$ cat config.mk
export PLATFORM = sky130hd
export DESIGN_NAME = parity_frame_tx_flat
export DESIGN_NICKNAME = d
export VERILOG_FILES = /design/src/rtl/parity_frame_tx_if.sv /design/src/rtl/parity_frame_tx.sv /design/src/flat_wrapper.sv
export SDC_FILE = /design/constraint.sdc
export NUM_CORES = 1
export LEC_CHECK = 0
export BUFFER_PORTS_ARGS = -buffer_cell sky130_fd_sc_hd__clkbuf_2
export CAP_MARGIN = 10
export CORE_MARGIN = 2
export CORE_UTILIZATION = 30
export CTS_CLUSTER_SIZE = 30
export DETAILED_ROUTE_END_ITERATION = 12
export GPL_TIMING_DRIVEN = 0
export SLEW_MARGIN = 30
export SYNTH_ARGS = -nofsm -noshare
export SYNTH_HDL_FRONTEND = slang
export SYNTH_SLANG_ARGS = --single-unit
$ cat constraint.sdc
create_clock -name clk -period 1.69 [get_ports clk]
set_input_delay 0.169 -clock clk [delete_from_list [all_inputs] [get_ports clk]]
set_output_delay 0.169 -clock clk [all_outputs]
set_load 0.01 [all_outputs]
$ cat src/rtl/parity_frame_tx_if.sv
// Word handshake and serial-line bundle for parity_frame_tx.
// The master is the word producer. The slave is the framing controller.
interface parity_frame_tx_if #(
  parameter int WIDTH = 3
);
  logic             in_valid;
  logic [WIDTH-1:0] in_data;
  logic             odd_sel;
  logic             in_ready;
  logic             tx;
  logic             busy;
  logic             done;
  logic             parity_out;

  modport master (
    output in_valid, in_data, odd_sel,
    input  in_ready, tx, busy, done, parity_out
  );

  modport slave (
    input  in_valid, in_data, odd_sel,
    output in_ready, tx, busy, done, parity_out
  );
endinterface

$ cat src/rtl/parity_frame_tx.sv
// Serial framing controller with an even/odd parity generator.
// Each accepted word is sent as one frame: a start bit, then the data bits
// LSB first, then the parity bit, then a stop bit. Every bit lasts DIV clocks.
module parity_frame_tx #(
  parameter int WIDTH = 3,
  parameter int DIV   = 4
) (
  input logic              clk,
  input logic              rst_n,
  parity_frame_tx_if.slave bus
);

  localparam int TW = (DIV > 1) ? $clog2(DIV) : 1;
  localparam int BW = (WIDTH > 1) ? $clog2(WIDTH) : 1;
  localparam logic [TW-1:0] TMAX = TW'(DIV - 1);
  localparam logic [BW-1:0] BMAX = BW'(WIDTH - 1);

  localparam logic [2:0] S_IDLE   = 3'd0;
  localparam logic [2:0] S_START  = 3'd1;
  localparam logic [2:0] S_DATA   = 3'd2;
  localparam logic [2:0] S_PARITY = 3'd3;
  localparam logic [2:0] S_STOP   = 3'd4;

  logic [2:0]       state_q, state_d;
  logic [TW-1:0]    timer_q, timer_d;
  logic [BW-1:0]    bit_q, bit_d;
  logic [WIDTH-1:0] shift_q, shift_d;
  logic             mode_q, mode_d;      // 1 = odd parity
  logic             dpar_q, dpar_d;      // XOR of the accepted word
  logic             tick;

  assign tick = (timer_q == TMAX);

  // Next-state logic: accept in IDLE, then step through the frame on each bit-timer wrap.
  always_comb begin
    // NOTE: every variable gets a default first, so no path can infer a latch.
    state_d = state_q;
    timer_d = timer_q;
    bit_d   = bit_q;
    shift_d = shift_q;
    mode_d  = mode_q;
    dpar_d  = dpar_q;

    if (state_q != S_IDLE) begin
      timer_d = tick ? '0 : timer_q + TW'(1);
    end

    case (state_q)
      S_IDLE: begin
        timer_d = '0;
        bit_d   = '0;
        if (bus.in_valid) begin
          shift_d = bus.in_data;
          mode_d  = bus.odd_sel;
          dpar_d  = ^bus.in_data;
          state_d = S_START;
        end
      end
      S_START: begin
        if (tick) state_d = S_DATA;
      end
      S_DATA: begin
        if (tick) begin
          shift_d = shift_q >> 1;
          if (bit_q == BMAX) begin
            state_d = S_PARITY;
          end else begin
            bit_d = bit_q + BW'(1);
          end
        end
      end
      S_PARITY: begin
        if (tick) state_d = S_STOP;
      end
      S_STOP: begin
        if (tick) state_d = S_IDLE;
      end
      default: state_d = S_IDLE;
    endcase
  end

  // State registers. Reset clears everything and discards any partial frame.
  always_ff @(posedge clk or negedge rst_n) begin
    if (!rst_n) begin
      // NOTE: the shift register is ordinary flops, not a memory, so it is reset along with the rest.
      state_q <= S_IDLE;
      timer_q <= '0;
      bit_q   <= '0;
      shift_q <= '0;
      mode_q  <= 1'b0;
      dpar_q  <= 1'b0;
    end else begin
      // NOTE: non-blocking assignments, so every flop samples pre-edge values.
      state_q <= state_d;
      timer_q <= timer_d;
      bit_q   <= bit_d;
      shift_q <= shift_d;
      mode_q  <= mode_d;
      dpar_q  <= dpar_d;
    end
  end

  // Output decode. All terms come straight from registers, with no extra latency.
  always_comb begin
    bus.in_ready   = (state_q == S_IDLE);
    bus.busy       = (state_q != S_IDLE);
    bus.done       = (state_q == S_STOP) && tick;
    bus.parity_out = dpar_q ^ mode_q;
    case (state_q)
      S_START:  bus.tx = 1'b0;
      S_DATA:   bus.tx = shift_q[0];
      S_PARITY: bus.tx = dpar_q ^ mode_q;
      default:  bus.tx = 1'b1;
    endcase
  end

endmodule

$ cat src/flat_wrapper.sv
// flat-port wrapper written by rule: the top's interface ports become plain ports
module parity_frame_tx_flat 
#(
  parameter int WIDTH = 3,
  parameter int DIV   = 4
)
  (clk, rst_n, bus_in_valid, bus_in_data, bus_odd_sel, bus_in_ready, bus_tx, bus_busy, bus_done, bus_parity_out);
  parity_frame_tx_if #(.WIDTH(WIDTH)) bus_i ();
  input logic clk;
  input logic rst_n;
  input wire logic [$bits(bus_i.in_valid)-1:0] bus_in_valid;
  input wire logic [$bits(bus_i.in_data)-1:0] bus_in_data;
  input wire logic [$bits(bus_i.odd_sel)-1:0] bus_odd_sel;
  output wire logic [$bits(bus_i.in_ready)-1:0] bus_in_ready;
  output wire logic [$bits(bus_i.tx)-1:0] bus_tx;
  output wire logic [$bits(bus_i.busy)-1:0] bus_busy;
  output wire logic [$bits(bus_i.done)-1:0] bus_done;
  output wire logic [$bits(bus_i.parity_out)-1:0] bus_parity_out;
  assign bus_i.in_valid = bus_in_valid;
  assign bus_i.in_data = bus_in_data;
  assign bus_i.odd_sel = bus_odd_sel;
  assign bus_in_ready = bus_i.in_ready;
  assign bus_tx = bus_i.tx;
  assign bus_busy = bus_i.busy;
  assign bus_done = bus_i.done;
  assign bus_parity_out = bus_i.parity_out;
  parity_frame_tx #(.WIDTH(WIDTH), .DIV(DIV)) u_core (.clk(clk), .rst_n(rst_n), .bus(bus_i));
endmodule
After elaboration in Yosys (flattened, before gate mapping):

Cells that the tools add are included.

* $add $sub $neg: 2
* equality and inequality tests: 13
* multiplexer cells: 17
* bitwise gates (word level): 1
* reductions and logical operators: 10

Operators with widths (number)
* 2-to-1 mux 3 bit: 8
* one-hot mux 3 bit (5 select lines): 1
* 2-to-1 mux 2 bit: 5
* != test 2 x 1 -> 1 bit (second input constant): 5
* equality test 3 x 2 -> 1 bit (second input constant): 2
* one-hot mux 3 bit (2 select lines): 1
* AND reduction 3 bit: 2
* AND reduction 6 bit: 1
* adder 2 x 1 -> 2 bit (second input constant): 2
* equality test 2 bit (second input constant): 2
* != test 2 bit (second input constant): 2
* one-hot mux 2 bit (2 select lines): 1
* nonzero test 2 bit: 2
* equality test 3 x 1 -> 1 bit (second input constant): 1
* equality test 3 bit (second input constant): 1
* zero test 3 bit: 1
* one-hot mux 1 bit (3 select lines): 1
* nonzero test 3 bit: 1
* parity 3 bit: 1
* AND reduction 2 bit: 1
* logical AND 1 bit: 1
* XOR 1 bit: 1

* flip-flop bits (word level): 12
* input port bits: 7
* output and inout port bits: 5
* logic and storage cells: 49

Logic depth before layout (Yosys ltp):

* depth after elaboration: 4
* gate-level depth with buffers: 5
* mapped depth without buffers: 5

Worst setup path before layout:

No wires, ideal clock.

* kind: reg2reg
* start point: register u_core.timer_q[0]
* end point: register u_core.shift_q[0]
* library setup time: 125 ps
* data arrival time: 1284 ps
* required time: 1565 ps
* slack: 281 ps
* cell stages (with the launch flop): 5
* path buffers: 0
* clock period less this slack: 1409 ps
* path through: dfrtp_1 ha_1 and2_4 o21a_2 mux2_4

* word-level cells in the longest chain between the ends: 3

RTL lines
* from (decl): RTL line parity_frame_tx.sv:25 `logic [TW-1:0] timer_q, timer_d;`
* from (signal assigned): RTL line parity_frame_tx.sv:95 `timer_q <= timer_d;`
* equality test 2 bit: RTL line parity_frame_tx.sv:32 `assign tick = (timer_q == TMAX);`
* != test 2 x 1 -> 1 bit (no line)
* AND reduction 3 bit (no line)
* to (signal assigned): RTL line parity_frame_tx.sv:97 `shift_q <= shift_d;`
* to (decl): RTL line parity_frame_tx.sv:27 `logic [WIDTH-1:0] shift_q, shift_d;`

No other way between the ends.
A chain may end at the register's enable or synchronous reset.

Worst setup path after layout:

* start point: register u_core.state_q[1]
* end point: output bus_done

* word-level cells in the longest chain between the ends: 2

RTL lines
* from (decl): RTL line parity_frame_tx.sv:24 `logic [2:0] state_q, state_d;`
* from (signal assigned): RTL line parity_frame_tx.sv:94 `state_q <= state_d;`
* equality test 3 bit: RTL line parity_frame_tx.sv:107 `bus.done = (state_q == S_STOP) && tick;`
* logical AND 1 bit: RTL line parity_frame_tx.sv:107
* to (decl): RTL line flat_wrapper.sv:17 `output wire logic [$bits(bus_i.done)-1:0] bus_done;`

No other way between the ends.

==> qor.csv <==
metric,value,unit
run status,completed,
post-route ant nets,0,
Slew HR,78.75,%
Crit Reg-Reg Startpoint,u_core.timer_q[0],
hold slack final,118.5,ps
filler instances,237,
crit-path cells,buf_4 > nor2_1 > and3_2 > clkbuf_2,
Max Clk Rate,644.5,MHz
Critical Path RT,1520,ps
Worst Skew,4.382,ps
crit-path max FO,10,
Hold Fails Final Rpt,0,
initial antenna violation count,0,
DR top layer,met4,
proportion of layout cells with a drive suffix above 1,35.53,%
Max Cap Viol,0,
CP max stage delay,460,ps
die area,2662,um^2
Worst Tran Pin Value,318.7,ps
GP Congestion,0.7002,
PortBufs,11,
via count,479,
post-route setup slack,138.3,ps
clk sink count,12,
P_leak,0.3624,nW
total track usage,9.731,%
CTS tree,done,
Period minus WS final,1552,ps
clock latency on the worst-skew pair,270,ps
post-synth top area share,44.20,%
DPL Wire Length,877.9,um
DRC viols,0,
Setup CP Type,flip-flop to output port,
met3 routed WL,45,um
Synth Instances,61,
Non-Filler Instances,104,
1st-iter DRT viols,8,
"commonest cells after routing, fill and taps aside","dfrtp_1 (12), clkbuf_2 (11), o21ai_0 (4)",
CTS Buf Count,3,
Placeable Area,2170,um^2
n_diodes,0,
Via density,4.606,
CP max stage cell,dfrtp_1,
Post-Place Worst Slack,201.4,ps
Final Max Tran Viols,0,
Root Buffer,clkbuf_4,
DP Area,769.5,um^2
Mapped Area,679.4,um^2
H-tree Lvls,1,
"commonest non-fill, non-tap cell in the layout",dfrtp_1,
Worst Path Arrival,1380,ps
total wire length,1.158,mm
sequential share of the synthesized area,44.20,%
Post-Synth Adder-Cell Area,3.683,%
Die W,51.59,um
Hold Path Sink,u_core.mode_q,
worst reg2reg path depth,4,
RSZ-0062 raised after global routing,no,
cell total after placement,100,
synthesized flop and latch total,12,
first-pass GRT wire length,1.918,mm
leading area contributor after synthesis,dfrtp_1,
number of detailed-route iterations in the first pass,2,
Final period util,91.82,%
Die Ht,51.59,um
P per Cell Area,1696,nW/um^2
largest cells by area after synthesis,"dfrtp_1 (44%), mux2_4 (6.6%), ha_1 (3.7%)",
Worst Hold Launch,bus_odd_sel,
post-synthesis mux area share,11.60,%
worst reg2reg path endpoint,u_core.shift_q[1],
startpoint types,flip-flop,
Hold/Removal Path Class,primary input to flip-flop,
Synth Area in Compound Gates,9.761,%
final net count,87,
drt wl/cell,11.13,um
cell depth of the worst hold path,2,
largest family of logic cells by synthesized area,simple AND/OR/NAND/NOR gates,
Starting Density,31.31,%
final setup violating endpoints,0,
largest net degree at the start of global routing,13,
CP Capture Type,output port,
Ys Warns,0,
number of global-route vias before repair,436,
synthesized area per cell,11.14,um^2
global route overflow,0,
Max clock buf depth,2,
DRT met1 WL,591,um
design area,802.0,um^2
Top Ports,12,
post-CTS setup buffer count,0,
std cell rows,17,
Worst VDD drop,0.0007275,V
post-synthesis cell type count,31,
Worst-path clk slew,70,ps
CTS resizes,0,
Layout area overhead,18.05,%
hold buffers post-CTS,1,
setup TNS,0,ps
xor/xnor share of the synthesized area,5.157,%
post-synthesis simple-gate area fraction,20.44,%
net count after synthesis,70,
FF-to-FF setup slack,210,ps
Met2 Routed Length,505,um
## cell type report
type,instances,area (um^2),area share [%]
plain buffers,3,23.77,2.964
clock buffers,3,22.52,2.808
inverters,3,11.26,1.404
multi-input cells,43,344.1,42.90
flip-flops and latches,12,300.3,37.44
well taps,28,35.03,4.368
repair buffers,12,65.06,8.112
## worst max-delay path by stage
stage                      startpoint                 to  slack [ps]  cells after the start
floorplan           u_core.timer_q[0]  u_core.shift_q[0]         280                      4
global placement    u_core.timer_q[0]  u_core.shift_q[1]         200                      4
detailed placement  u_core.timer_q[0]  u_core.shift_q[0]         200                      4
CTS                 u_core.state_q[1]           bus_done         140                      4
global route        u_core.state_q[1]             bus_tx          80                      4
finish              u_core.state_q[1]           bus_done         140                      4
## synthesized netlist by cell type, drive strengths merged
master / count
dfrtp: 12
mux2: 6
o21ai: 4
buf: 3
inv: 3
nand2: 3
nor2: 3
a211oi: 2
a21boi: 2
ha: 2
nand3: 2
nand4b: 2
nor2b: 2
nor3: 2
xnor2: 2
xor2: 2
and2: 1
and2b: 1
and3: 1
nand2b: 1
nand3b: 1
nand4: 1
nor3b: 1
o21a: 1
o21bai: 1
## metrics by stage
stage	total power [W]	utilization, %
after floorplan	0.001020	-
after global routing	0.001472	36.97
after detailed placement	0.001203	35.47
after global placement	0.001187	35.47
final	0.001360	36.97
after CTS	0.001379	36.97
## state kept, by name (all words and copies together) (netlist names)
register / cells
u_core.bit_q: 2
u_core.dpar_q: 1
u_core.mode_q: 1
u_core.shift_q: 3
u_core.state_q: 3
u_core.timer_q: 2
## power breakdown
group	total [W]	switching (W)	internal, W
combinational	0.000691	0.000343	0.000348
sequential	0.000498	0.0000817	0.000417
clock	0.000171	0.0000883	0.0000823
## per-layer routing
layer  GRT usage (%)  vias up
li1                -      242
met1           14.05      225
met2           13.46       10
met3           1.724        2
met4           5.702        0
met5               0        -
## critical path, delay by kind of cell, from the launching register on
kind | cells | cell delay, ps
DFF | 1 | 460
buffers and inverters | 2 | 330
and+or+nand+nor | 2 | 330
## cell families (layout without fill, tap and decap cells)
kind of cell    Yosys count  after routing
compound gates           10             10
buf+inv                   6             21
mux                       6              6
fa+ha+maj                 2              2
simple gates             21             21
flops                    12             12
xor+xnor                  4              4
(Power assumes the default switching activity.)
